## src/rtl/hub75_rx.sv

```systemverilog
// hub75_rx: receive-side model of a HUB75-style LED matrix link.
// Synchronizes the panel pins to clk, rebuilds each shifted row in two
// COLS x 3 shift registers, and on every latch replays the row as a stream
// of pixel writes (top half columns 0..COLS-1, then bottom half).
//
// Optional feature macro: HUB75_RX_BLANK_GATE_EN
//   defined   -> an ARM state holds the replay until synchronized blank is low;
//                the row address is taken from abc when the replay starts.
//   undefined -> replay starts on the latch, abc captured at the latch,
//                blank is synchronized but otherwise unused.
//
// Ports:
//   clk, rst            system clock, asynchronous active-low reset
//   sclk, lat, blank    panel shift clock, latch, blank
//   r1,g1,b1 / r2,g2,b2 top / bottom half serial data
//   abc                 row address
//   wr_en/half/row/col/rgb  pixel write beat (registered)
//   row_done, frame_done    end-of-row / end-of-frame pulses
//   col_err, ovr_err        sticky error flags (cleared only by reset)
module hub75_rx #(
  parameter int unsigned COLS        = 32,
  parameter int unsigned ROWS        = 8,
  parameter int unsigned SYNC_STAGES = 2   // minimum 2
) (
  input  logic                      clk,
  input  logic                      rst,
  input  logic                      sclk,
  input  logic                      lat,
  input  logic                      blank,
  input  logic                      r1,
  input  logic                      g1,
  input  logic                      b1,
  input  logic                      r2,
  input  logic                      g2,
  input  logic                      b2,
  input  logic [$clog2(ROWS)-1:0]   abc,
  output logic                      wr_en,
  output logic                      wr_half,
  output logic [$clog2(ROWS)-1:0]   wr_row,
  output logic [$clog2(COLS)-1:0]   wr_col,
  output logic [2:0]                wr_rgb,
  output logic                      row_done,
  output logic                      frame_done,
  output logic                      col_err,
  output logic                      ovr_err
);

  localparam int unsigned RW   = $clog2(ROWS);
  localparam int unsigned CW   = $clog2(COLS);
  localparam int unsigned NB   = 2 * COLS;
  localparam int unsigned BW   = $clog2(NB);
  localparam int unsigned CNTW = $clog2(COLS + 2);
  localparam int unsigned NIN  = 9 + RW;

  typedef enum logic [1:0] {
    S_IDLE = 2'd0,
`ifdef HUB75_RX_BLANK_GATE_EN
    S_ARM  = 2'd1,
`endif
    S_DUMP = 2'd2,
    S_DONE = 2'd3
  } state_t;

  state_t state, state_n;

  // Input synchronizers: all panel pins share one multi-stage pipeline.
  logic [NIN-1:0]                  in_raw, in_s;
  logic [SYNC_STAGES-1:0][NIN-1:0] sync_q;
  logic                            sclk_s, lat_s, blank_s;
  logic [2:0]                      top_s, bot_s;
  logic [RW-1:0]                   abc_s;
  logic                            sclk_d, lat_d;
  logic                            sclk_rise, lat_rise, latch_go;

  assign in_raw = {sclk, lat, blank, r1, g1, b1, r2, g2, b2, abc};
  assign in_s   = sync_q[SYNC_STAGES-1];

  assign sclk_s  = in_s[NIN-1];
  assign lat_s   = in_s[NIN-2];
  assign blank_s = in_s[NIN-3];
  assign top_s   = in_s[NIN-4 -: 3];
  assign bot_s   = in_s[NIN-7 -: 3];
  assign abc_s   = in_s[RW-1:0];

  assign sclk_rise = sclk_s & ~sclk_d;
  assign lat_rise  = lat_s & ~lat_d;
  assign latch_go  = lat_rise & (state == S_IDLE);

`ifndef HUB75_RX_BLANK_GATE_EN
  logic unused_blank;
  assign unused_blank = blank_s;
`endif

  // Shift registers: new bits enter at the top so the first bit after a
  // latch ends up in column 0 once COLS bits have been shifted.
  logic [COLS-1:0][2:0] top_sr, bot_sr, top_sr_n, bot_sr_n;
  logic [COLS-1:0][2:0] hold_top, hold_bot;
  logic [CNTW-1:0]      bit_cnt, cnt_n;

  // Post-shift view, so a latch in the same cycle as a shift sees the new bit.
  always_comb begin
    top_sr_n = top_sr;
    bot_sr_n = bot_sr;
    cnt_n    = bit_cnt;
    if (sclk_rise) begin
      top_sr_n = {top_s, top_sr[COLS-1:1]};
      bot_sr_n = {bot_s, bot_sr[COLS-1:1]};
      if (bit_cnt != CNTW'(COLS + 1)) cnt_n = bit_cnt + CNTW'(1);
    end
  end

  // Synchronizers, edge detect, shifting, latching and sticky errors.
  always_ff @(posedge clk or negedge rst) begin
    if (!rst) begin
      sync_q   <= '0;
      sclk_d   <= 1'b0;
      lat_d    <= 1'b0;
      top_sr   <= '0;
      bot_sr   <= '0;
      hold_top <= '0;
      hold_bot <= '0;
      bit_cnt  <= '0;
      col_err  <= 1'b0;
      ovr_err  <= 1'b0;
    end else begin
      sync_q <= {sync_q[SYNC_STAGES-2:0], in_raw};
      sclk_d <= sclk_s;
      lat_d  <= lat_s;
      top_sr <= top_sr_n;
      bot_sr <= bot_sr_n;
      bit_cnt <= lat_rise ? '0 : cnt_n;
      if (lat_rise && (cnt_n != CNTW'(COLS))) col_err <= 1'b1;
      if (lat_rise && (state != S_IDLE))      ovr_err <= 1'b1;
      if (latch_go) begin
        hold_top <= top_sr_n;
        hold_bot <= bot_sr_n;
      end
    end
  end

  // Replay FSM: next state plus the next value of every registered output.
  logic [BW-1:0] beat, beat_n, emit_beat;
  logic          emit, use_load;
  logic          en_n, half_n, done_n, frame_n;
  logic [CW-1:0] col_n;
  logic [2:0]    rgb_n;
  logic [RW-1:0] row_n;

  always_comb begin
    state_n   = state;
    beat_n    = beat;
    row_n     = wr_row;
    emit      = 1'b0;
    emit_beat = '0;
    use_load  = 1'b0;
    done_n    = 1'b0;
    frame_n   = 1'b0;
    en_n      = 1'b0;
    half_n    = 1'b0;
    col_n     = '0;
    rgb_n     = '0;

    case (state)
      S_IDLE: begin
        if (lat_rise) begin
`ifdef HUB75_RX_BLANK_GATE_EN
          state_n = S_ARM;
`else
          // Holding registers load on this edge, so beat 0 reads the load value.
          state_n  = S_DUMP;
          beat_n   = '0;
          emit     = 1'b1;
          use_load = 1'b1;
          row_n    = abc_s;
`endif
        end
      end
`ifdef HUB75_RX_BLANK_GATE_EN
      S_ARM: begin
        if (!blank_s) begin
          state_n = S_DUMP;
          beat_n  = '0;
          emit    = 1'b1;
          row_n   = abc_s;
        end
      end
`endif
      S_DUMP: begin
        if (beat == BW'(NB - 1)) begin
          state_n = S_DONE;
          done_n  = 1'b1;
          frame_n = (wr_row == RW'(ROWS - 1));
        end else begin
          beat_n    = beat + BW'(1);
          emit      = 1'b1;
          emit_beat = beat + BW'(1);
        end
      end
      S_DONE:  state_n = S_IDLE;
      default: state_n = S_IDLE;
    endcase

    // Beat index -> half/column/pixel for the write presented next cycle.
    if (emit) begin
      en_n   = 1'b1;
      half_n = (emit_beat >= BW'(COLS));
      col_n  = half_n ? CW'(emit_beat - BW'(COLS)) : CW'(emit_beat);
      if (half_n) rgb_n = use_load ? bot_sr_n[col_n] : hold_bot[col_n];
      else        rgb_n = use_load ? top_sr_n[col_n] : hold_top[col_n];
    end
  end

  // FSM state and registered outputs.
  always_ff @(posedge clk or negedge rst) begin
    if (!rst) begin
      state      <= S_IDLE;
      beat       <= '0;
      wr_en      <= 1'b0;
      wr_half    <= 1'b0;
      wr_row     <= '0;
      wr_col     <= '0;
      wr_rgb     <= '0;
      row_done   <= 1'b0;
      frame_done <= 1'b0;
    end else begin
      state      <= state_n;
      beat       <= beat_n;
      wr_en      <= en_n;
      wr_half    <= half_n;
      wr_row     <= row_n;
      wr_col     <= col_n;
      wr_rgb     <= rgb_n;
      row_done   <= done_n;
      frame_done <= frame_n;
    end
  end

endmodule

```

## config.mk

```make
export PLATFORM = sky130hd
export DESIGN_NAME = hub75_rx
export DESIGN_NICKNAME = d
export VERILOG_FILES = /design/src/rtl/hub75_rx.sv
export SDC_FILE = /design/constraint.sdc
export NUM_CORES = 1
export LEC_CHECK = 0
export ABC_AREA = 1
export BUFFER_PORTS_ARGS = -buffer_cell sky130_fd_sc_hd__buf_2
export CORE_MARGIN = 2
export CORE_UTILIZATION = 55
export DETAILED_ROUTE_END_ITERATION = 7
export MAX_ROUTING_LAYER = met4
export PLACE_DENSITY_LB_ADDON = 0.1
export SYNTH_ARGS = -nofsm -noshare
export SYNTH_HDL_FRONTEND = slang
export SYNTH_SLANG_ARGS = --single-unit
```

## constraint.sdc

```tcl
create_clock -name clk -period 2.1 [get_ports clk]
set_clock_uncertainty 0.05 [all_clocks]
set_input_delay 0 -clock clk [delete_from_list [all_inputs] [get_ports clk]]
set_output_delay 0 -clock clk [all_outputs]
set_load 0.01 [all_outputs]
```

==> key figures, run 1 <==
STA
  – Period minus WS final: 2160 ps
  – Slew HR: 0.624
  – Upper clock frequency limit: between 400 and 500 MHz
  – Final worst hold slack: -12.5 ps
  – Final Setup Violations: 3
  – RSZ-0062 raised after global routing: yes
  – Slew @ Worst Pin: between 500 and 600 ps
  – Pins Over Slew Limit: 0
  – Final hold vios: 29
  – Setup slack after layout: -58.7 ps
  – Fin crit share: 1.03

Layout
  – Layout cells sized above 1: 0.115
  – Area growth, synth to finish: 18.2%
  – Layout Cells excl Fill: 2644
  – Fin nets: between 2000 and 2500
  – Final Util: 0.659
  – FF/Latch Area: ~11000 um2
  – Area of the multi-input gates: 6480 um2
  – Layout Cell Area excl Fill: roughly 21000 um2
  – ANT cells: 0
  – Filler cells: ~2700

Route
  – Drt wl/cell: between 15 and 20 um
  – Vias per cell: around 5.5
  – Drt total wl: 44.7 mm
  – # DRC: 0
  – 1st-iter DRT viols: between 1000 and 1500
  – Final ANT Viol Nets: 0
  – Routed vias: 14423
  – Pre-Repair DR Iteration Count: 6

Placement
  – Dpl cells: 2532
  – DP Area: approximately 19000 um2
  – DP HPWL: roughly 26 mm
  – Port Buffers: 29
  – GP Congestion: 0.846

Run status
  – Failing checks: negative hold slack, negative setup slack
  – Status: complete, but fails checks

Synthesis
  – Post-synth top area share: 0.605
  – Seq/Total Area, Yosys: 0.605
  – Yosys cell types: 27
  – Syn Std Cell Area: 18100 um2
  – Syn nets: 2130
  – Synth area leader: dfrtp_1
  – Number of synthesized register bits: approximately 440
  – Post-synth EDFFs: 0
  – Post-synth ARST share: 1.00
  – Ys Warns: 0
  – Syn_area_per_cell: ~8.6 um2
  – Main flop type after synthesis: dfrtp_1
  – Synth top area cells: dfrtp_1 61%, nand2_1 18%, nand3_1 7.8%
  – Gate Count Post-Synth: 2113

Pwr
  – Logic pwr share: 0.371
  – Pleak: between 10 and 15 nW
  – Switching share of power: 0.364
  – NetSw: around 11 mW
  – Power density over the cells: roughly 1400 nW/um2
  – Clock power frac: 0.276
  – Sequential share of power: 0.353
  – Pwr Total: around 30 mW
  – P_int: 19.1 mW
  – Worst vdd rail ir drop: 0.000893 V

Floorplanning
  – Die footprint: about 34000 um2
  – # rows: 66
  – Die X-Extent: 186 um
  – Die H: ~190 um
  – Core Box Area: roughly 33000 um2
  – I/O pins: 31
  – Starting Density: 0.558

CTS
  – CTS Root Cell: clkbuf_16
  – TritonCTS clock tree: done
  – Number of CTS-inserted buffers: 46
  – H-tree depth: 2
  – Clk_lat worst skew: 540 ps
  – CTS max path bufs: 3
  – Clock Pin Slew Worst Setup and Hold Paths: ~60 ps
  – Sink Count: 439

Worst setup path
  – CP Data Required Time: roughly 2500 ps
  – Worst reg2reg startpoint: beat[1]
  – Worst setup EP type: flip-flop
  – WS Path Type: reg -> reg
  – R2r endpoint: wr_rgb[1]
  – Max FO, Critical Path: 12
  – Startpoint Class: flip-flop
  – Critical Path AT: 2580 ps
  – Worst R2R Setup Slack: -60 ps
  – R2R cell count: 15

Flow run
  – Max_cap viols: 0

Global route
  – Gr usage total: 0.269
  – Vias in the first global route: 13783
  – Global-route wire length before repair: slightly above 70 mm
  – Gr ovfl total: 0
  – Largest net degree at the start of global routing: 82
  – Initial antenna violation count: 0

Min path
  – Class of the tightest hold or removal check: in -> async
==> flip-flops by register name, indices dropped and copies added (netlist names), 6 cells and up <==
| register | cells |
|---|---|
| bot_sr | 96 |
| hold_bot | 96 |
| hold_top | 96 |
| top_sr | 96 |
| in_s | 11 |
| sync_q | 11 |
| beat | 6 |
| bit_cnt | 6 |
==> worst max-delay path, cell delays in order (launching register included) <==
cell and delay [ps]:
dfrtp_1 420, ha_4 190, nand2_4 60, nor2_4 170, nand2_8 130, nand2_8 140
buf_12 120, clkbuf_16 150, nand2_1 60, nand3_1 110, nand3_2 100, nand3_4 100
nand3_4 90, nand3_2 90, nand2_1 50, nand2_1 80
==> layout make-up <==
type / count / share of cell area
inverters: 102 / 0.0184
clock inverters: 14 / 0.00851
clock buffers: 70 / 0.0635
repair buffers: 135 / 0.0698
well taps: 442 / 0.0258
multi-input cells: 1442 / 0.302
flip-flops and latches: 439 / 0.512
==> synth_stat cells (2+ instances only) <==
cell type,n
buf_1,9
buf_4,3
inv_1,99
buf_2,53
nor3_1,3
a21oi_1,3
nand2_4,2
nor2_1,60
buf_6,6
xor2_1,3
nor2_2,3
nand4_1,3
dfrtp_1,439
nor2_4,2
a31oi_1,33
o21bai_1,2
nand3_1,283
clkbuf_1,60
nand2_1,874
nand2_2,2
inv_2,3
o21ai_0,161
ha_1,3
==> power by group through the flow <==
stage	logic [mW]	registers, mW	clock network [mW]
6_report	11.1	10.6	8.27
3_5_place_dp	9.07	10.7	0
4_1_cts	9.20	10.6	8.39
2_1_floorplan	5.65	10.5	0
5_1_grt	12.0	10.7	8.76
3_3_place_gp	8.93	10.7	0
==> kinds of logic after synthesis <==
| kind of cell | share of synthesized area |
|---|---|
| and+or+nand+nor | 0.279 |
| DFF | 0.605 |
| buffers and inverters | 0.0549 |
| AOI/OAI and AO/OA | 0.0577 |
| xor gates and xnor gates | 0.00145 |
| adders and majority gates | 0.00207 |
==> worst max path at each step <==
stage / cells after the start / startpoint / end
floorplan: 12 / beat[0] / wr_rgb[0]
global placement: 13 / beat[0] / wr_rgb[2]
detailed placement: 13 / beat[0] / wr_rgb[2]
CTS: 15 / beat[0] / wr_rgb[2]
global route: 13 / beat[1] / wr_rgb[0]
finish: 15 / beat[1] / wr_rgb[1]
==> metrics by stage <==
| stage | setup TNS [ps] | setup WS [ps] |
|---|---|---|
| 2_1_floorplan | 0 | 207 |
| 3_3_place_gp | -73.7 | -73.7 |
| 3_5_place_dp | -184 | -109 |
| 4_1_cts | -21.0 | -20.6 |
| 5_1_grt | -431 | -150 |
| 6_report | -138 | -58.7 |
==> routing by layer <==
layer | wire length, um | global-route usage | vias up
li1 | - | - | 6852
met1 | 20200 | 0.379 | 7061
met2 | 21200 | 0.430 | 429
met3 | 2530 | 0.0319 | 81
met4 | 824 | 0.0532 | 0
met5 | 0 | - | -
==> placed cells by master, fill, tap and decap left out, types with 2 or more instances in the layout <==
master	count
o21ai_0	161
inv_2	3
nor2_1	60
nor3_1	3
nand2_4	3
nand3_1	247
nand2_1	872
clkbuf_8	10
inv_1	96
nor2_2	2
clkinv_2	7
nand4_1	3
buf_8	4
bufinv_16	4
clkbuf_16	52
dlygate4sd3_1	12
ha_1	2
inv_6	3
buf_12	29
buf_6	7
dfrtp_1	439
xor2_1	3
nor2_4	3
buf_2	29
buf_4	48
clkbuf_1	13
nand3_2	30
nand3_4	7
a31oi_1	33
nand2_8	3
a21oi_1	3
==> repair_timing <==
item / 4_1_cts / 5_1_grt
endpoints found under the hold margin: 450 / 0
resized for setup: 3 / 68
setup endpoints to repair: 3 / 3
buffers inserted: 1 / 8
hold buffers: 12 / 0
pin swaps: 2 / 17
gates cloned: 0 / 7
Note: power is estimated with default switching activity, not from simulation.
==> run 2, diff against run 1 <==
CORE_UTILIZATION = 50   (was 55)
SLEW_MARGIN = 20   (was unset)
==> key figures, run 2 (synthesized netlist as in run 1, its figures left out) <==
Floorplanning
  – # rows: 69
  – Die H: around 190 um
  – I/O pins: 31
  – Die X-Extent: around 190 um
  – Starting Density: 0.509
  – Core Box Area: 35700 um2
  – Die footprint: approximately 38000 um2

Global route
  – Vias in the first global route: between 10000 and 15000
  – Initial antenna violation count: 0
  – Gr ovfl total: 0
  – Gr usage total: 0.249
  – Global-route wire length before repair: 73.9 mm
  – Largest net degree at the start of global routing: 86

CTS
  – CTS max path bufs: 3
  – Clk_lat worst skew: between 500 and 600 ps
  – CTS Root Cell: clkbuf_16
  – TritonCTS clock tree: done
  – H-tree depth: 2
  – Number of CTS-inserted buffers: 46
  – Clock Pin Slew Worst Setup and Hold Paths: ~60 ps
  – Sink Count: about 440

Route
  – Vias per cell: ~5.3
  – Pre-Repair DR Iteration Count: 5
  – Routed vias: between 10000 and 15000
  – # DRC: 0
  – Final ANT Viol Nets: 0
  – 1st-iter DRT viols: 788
  – Drt wl/cell: 16.5 um
  – Drt total wl: approximately 44 mm

Layout
  – FF/Latch Area: roughly 11000 um2
  – Filler cells: 3118
  – Layout Cell Area excl Fill: roughly 21000 um2
  – Commonest non-fill, non-tap cell in the layout: nand2_1
  – Layout Cells excl Fill: about 2600
  – Layout cells sized above 1: 0.0916
  – Most frequent cells in the layout: 873 x nand2_1, 439 x dfrtp_1, 278 x nand3_1
  – Area growth, synth to finish: 16.5%
  – Area of the multi-input gates: approximately 6300 um2
  – Fin nets: approximately 2200
  – ANT cells: 0

Worst setup path
  – Startpoint Class: flip-flop
  – Max FO, Critical Path: 11
  – WS Path Type: reg -> reg
  – Crit-path slowest cell: dfrtp_1
  – CP Data Required Time: between 2000 and 3000 ps
  – Crit path largest cell delay: roughly 400 ps
  – Worst setup EP type: flip-flop
  – CP cell instances: ha_4 > nand3_2 > o21bai_4 > nor2_4 > buf_12 > clkbuf_16 > nand3_1 > nand3_1 > nand3_1 > nand3_1 > nand3_1 > nand2_1 > nand2_1
  – Critical Path AT: about 2500 ps
  – Most repeated library cell on the critical path: nand3_1

STA
  – Upper clock frequency limit: about 470 MHz
  – Pins Over Slew Limit: 0
  – Period minus WS final: approximately 2100 ps
  – Setup slack after layout: -18.5 ps
  – Final Setup Violations: 2
  – Fin crit share: 1.01
  – RSZ-0062 raised after global routing: yes
  – Slew @ Worst Pin: 730 ps
  – Final hold vios: 0
  – Post-Route Setup TNS: -36.5 ps
  – Slew HR: 0.513

Run status
  – Status: complete, but fails checks
  – Failing checks: negative setup slack

Placement
  – Port Buffers: 29
  – Dpl cells: ~2500
  – Pre-CTS WS: -66.2 ps
  – DP HPWL: around 26 mm
  – GP Congestion: 0.800
  – DP Area: roughly 19000 um2

Pwr
  – Power density over the cells: 1380 nW/um2
  – Worst vdd rail ir drop: slightly below 0.0008 V
  – Pleak: approximately 11 nW
  – Pwr Total: roughly 29 mW

Min path
  – Class of the tightest hold or removal check: in -> reg

Flow run
  – Max_cap viols: 0
[run 2: changes by cell type in the layout (fill, tap and decap cells not counted), moves of 2 or more]
cell	delta
buf_8	-2
nand2_8	-2
nand3_2	-25
clkinv_2	+6
clkbuf_1	-5
clkbuf_8	-2
nand3_1	+31
dlygate4sd3_1	+8
nand3_4	-6
buf_4	-20
buf_12	+3
[run 2: worst paths after layout]
check	slack [ps]	cells past startpoint	endpoint	start
worst max-delay path	-20	13	wr_rgb[1]	beat[0]
worst max register to register	-20	13	wr_rgb[1]	beat[0]
worst min register to register	290	0	in_s[2]	sync_q[2]
min in group asynchronous	470	3	top_sr[62]	rst
worst min-delay path	20	2	sync_q[4]	g2
max in group asynchronous	770	4	sync_q[3]	rst
[run 2: cell type report]
cell class              instances  area share
clock buffers                  65      0.0646
clock inverters                18      0.0102
inverters                     102      0.0186
multi-input cells            1441       0.296
flip-flops and latches        439       0.519
well taps                     461      0.0273
repair buffers                119      0.0645
[run 2: worst max-delay path, delay by kind of cell (launching register included)]
kind | cells | cell delay (ps)
AOI/OAI and AO/OA | 1 | 80
adders and majority gates | 1 | 180
buffers and inverters | 2 | 320
DFF | 1 | 410
and+or+nand+nor | 9 | 980
[run 2: what timing repair did]
item,4_1_cts,5_1_grt
buffers inserted,0,2
endpoints found under the hold margin,450,0
hold buffers,20,0
cloned,0,3
gates resized for setup,8,13
pin swaps,0,3
setup endpoints to repair,3,3
[run 2: where the power goes]
part	total [mW]	internal, mW	switching (mW)
Sequential	10.5	9.78	0.729
Clock	8.46	5.13	3.33
Combinational	10.1	3.85	6.28
Total	29.1	18.8	10.3
[run 2: stage by stage]
step                      hold slack (ps)  utilization
after global routing                 12.2        0.593
after floorplan                      -346            -
after detailed placement            -55.9        0.538
after global placement              -55.2        0.538
final                                19.6        0.593
after CTS                           0.946        0.588
[run 2: metal layers]
layer,up-vias,part of all wire,global-route usage
li1,6816,-,-
met1,6877,0.46,0.344
met2,270,0.47,0.383
met3,78,0.048,0.0437
met4,0,0.023,0.0675
met5,-,0,-
==> run 3, diff against run 2 <==
==> constraint.sdc (replaced) <==
create_clock -name clk -period 2.1 [get_ports clk]
set_clock_uncertainty 0.05 [all_clocks]
set_input_delay 0.21 -clock clk [delete_from_list [all_inputs] [get_ports clk]]
set_output_delay 0.21 -clock clk [all_outputs]
set_load 0.01 [all_outputs]
==> key figures, run 3 (synthesized netlist as in run 1, its figures left out) <==
CTS
  – H-tree depth: 2
  – CTS Root Cell: clkbuf_16
  – Clock Pin Slew Worst Setup and Hold Paths: approximately 60 ps
  – TritonCTS clock tree: done
  – Number of CTS-inserted buffers: 46
  – Clk_lat worst skew: about 600 ps
  – CTS max path bufs: 3
  – Sink Count: between 400 and 500

Layout
  – Final Util: 0.608
  – Layout cells sized above 1: 0.123
  – FF/Latch Area: about 11000 um2
  – Layout Cells excl Fill: between 2000 and 3000
  – Fin nets: between 2000 and 2500
  – Filler cells: 3192
  – Most frequent cells in the layout: 862 x nand2_1, 439 x dfrtp_1, 237 x nand3_1
  – Area growth, synth to finish: 19.4%
  – ANT cells: 0
  – Area of the multi-input gates: between 6000 and 7000 um2
  – Commonest non-fill, non-tap cell in the layout: nand2_1

STA
  – Setup slack after layout: -31.3 ps
  – Slew @ Worst Pin: ~570 ps
  – Final hold vios: 0
  – Final Setup Violations: 3
  – Post-Route Setup TNS: -54.5 ps
  – Slew HR: 0.621
  – Period minus WS final: 2130 ps
  – Upper clock frequency limit: about 470 MHz
  – RSZ-0062 raised after global routing: yes
  – Pins Over Slew Limit: 0
  – Fin crit share: 1.01

Worst setup path
  – WS Path Type: reg -> reg
  – Max FO, Critical Path: 7
  – Worst path top cell family by delay: simple AND/OR/NAND/NOR gates
  – Startpoint Class: flip-flop
  – Crit-path slowest cell: dfrtp_1
  – CP cell instances: ha_4 > nand2_4 > nor2_4 > nand2_8 > nand2_8 > buf_12 > clkbuf_16 > nand2_1 > nand3_1 > nand3_1 > nand3_1 > nand3_2 > nand3_1 > nand2_1 > nand2_1
  – Worst setup EP type: flip-flop
  – CP Data Required Time: 2560 ps
  – Most repeated library cell on the critical path: nand3_1
  – Crit path buffers/inverters: 2
  – Crit path largest cell delay: ~400 ps
  – Critical Path AT: about 2600 ps

Route
  – Drt wl/cell: about 16 um
  – Routed vias: about 14000
  – Drt total wl: 43.7 mm
  – Final ANT Viol Nets: 0
  – # DRC: 0
  – Pre-Repair DR Iteration Count: 5
  – 1st-iter DRT viols: between 1000 and 1500
  – Vias per cell: roughly 5.3

Global route
  – Gr usage total: 0.241
  – Global-route wire length before repair: 72.2 mm
  – Initial antenna violation count: 0
  – Vias in the first global route: approximately 14000
  – Gr ovfl total: 0
  – Largest net degree at the start of global routing: 111

Floorplanning
  – Core Box Area: about 36000 um2
  – Die H: slightly below 200 um
  – Die X-Extent: a little under 200 um
  – Die footprint: 37800 um2
  – I/O pins: 31
  – Starting Density: 0.509
  – # rows: 69

Placement
  – GP Congestion: around 0.77
  – Dpl cells: roughly 2500
  – Port Buffers: 29
  – DP HPWL: between 20 and 25 mm

Pwr
  – Worst vdd rail ir drop: around 0.0011 V
  – Power density over the cells: around 1400 nW/um2
  – Pleak: between 10 and 15 nW

Run status
  – Failing checks: negative setup slack
  – Status: complete, but fails checks

Flow run
  – Max_cap viols: 0

Min path
  – Class of the tightest hold or removal check: in -> async
run 3: per-stage QoR:
step / total power, mW / area [um2] / hold WS [ps] / setup WS [ps]
2_1_floorplan: 16.1 / 18100 / -136 / 207
6_report: 31.0 / 21700 / 85.5 / -31.3
3_3_place_gp: 20.1 / 19100 / 84.9 / -47.0
3_5_place_dp: 20.2 / 19100 / 89.9 / -86.2
5_1_grt: 32.7 / 21700 / 113 / -116
4_1_cts: 29.3 / 20900 / 81.4 / -4.35
run 3: worst reg2reg max path: cells and delay by family, from the launching register on:
kind | cells | cell delay [ps]
DFF | 1 | 400
and+or+nand+nor | 12 | 1110
buffers and inverters | 2 | 340
adders and majority gates | 1 | 170
run 3: final cells by class:
| class | count | area share |
|---|---|---|
| well taps | 461 | 0.0266 |
| clock buffers | 60 | 0.0569 |
| multi-input cells | 1441 | 0.300 |
| inverters | 102 | 0.0184 |
| clock inverters | 23 | 0.0188 |
| flip-flops and latches | 439 | 0.507 |
| repair buffers | 132 | 0.0719 |
run 3: path summary, 6_finish.rpt:
check                          start         end  slack [ps]  depth (start not counted)
setup / recovery             beat[1]   wr_rgb[1]         -30                         15
hold / removal                   rst  top_sr[77]          90                          2
setup reg to reg             beat[1]   wr_rgb[1]         -30                         15
hold reg to reg            sync_q[2]     in_s[2]         290                          0
max in group asynchronous        rst  bot_sr[13]        1150                          3
min in group clk              abc[0]   sync_q[0]         210                          2
run 3: what timing repair did:
action                                 4_1_cts  5_1_grt
cloned                                       0       10
resized for setup                            7       80
hold buffers                                12        0
pin swaps                                    0       30
setup endpoints to repair                    3        3
buffers inserted                             1       13
endpoints found under the hold margin      450        0
run 3: per-layer routing:
layer,GRT usage,vias to the layer above,part of all wire
li1,-,6867,-
met1,0.335,6874,0.47
met2,0.378,275,0.47
met3,0.0312,56,0.042
met4,0.0604,0,0.019
met5,-,-,0
run 3: power breakdown:
group	switching, mW	internal, mW	total (mW)
clock	3.46	5.41	8.87
combinational	6.92	4.74	11.7
sequential	0.706	9.78	10.5
total	11.1	19.9	31.0
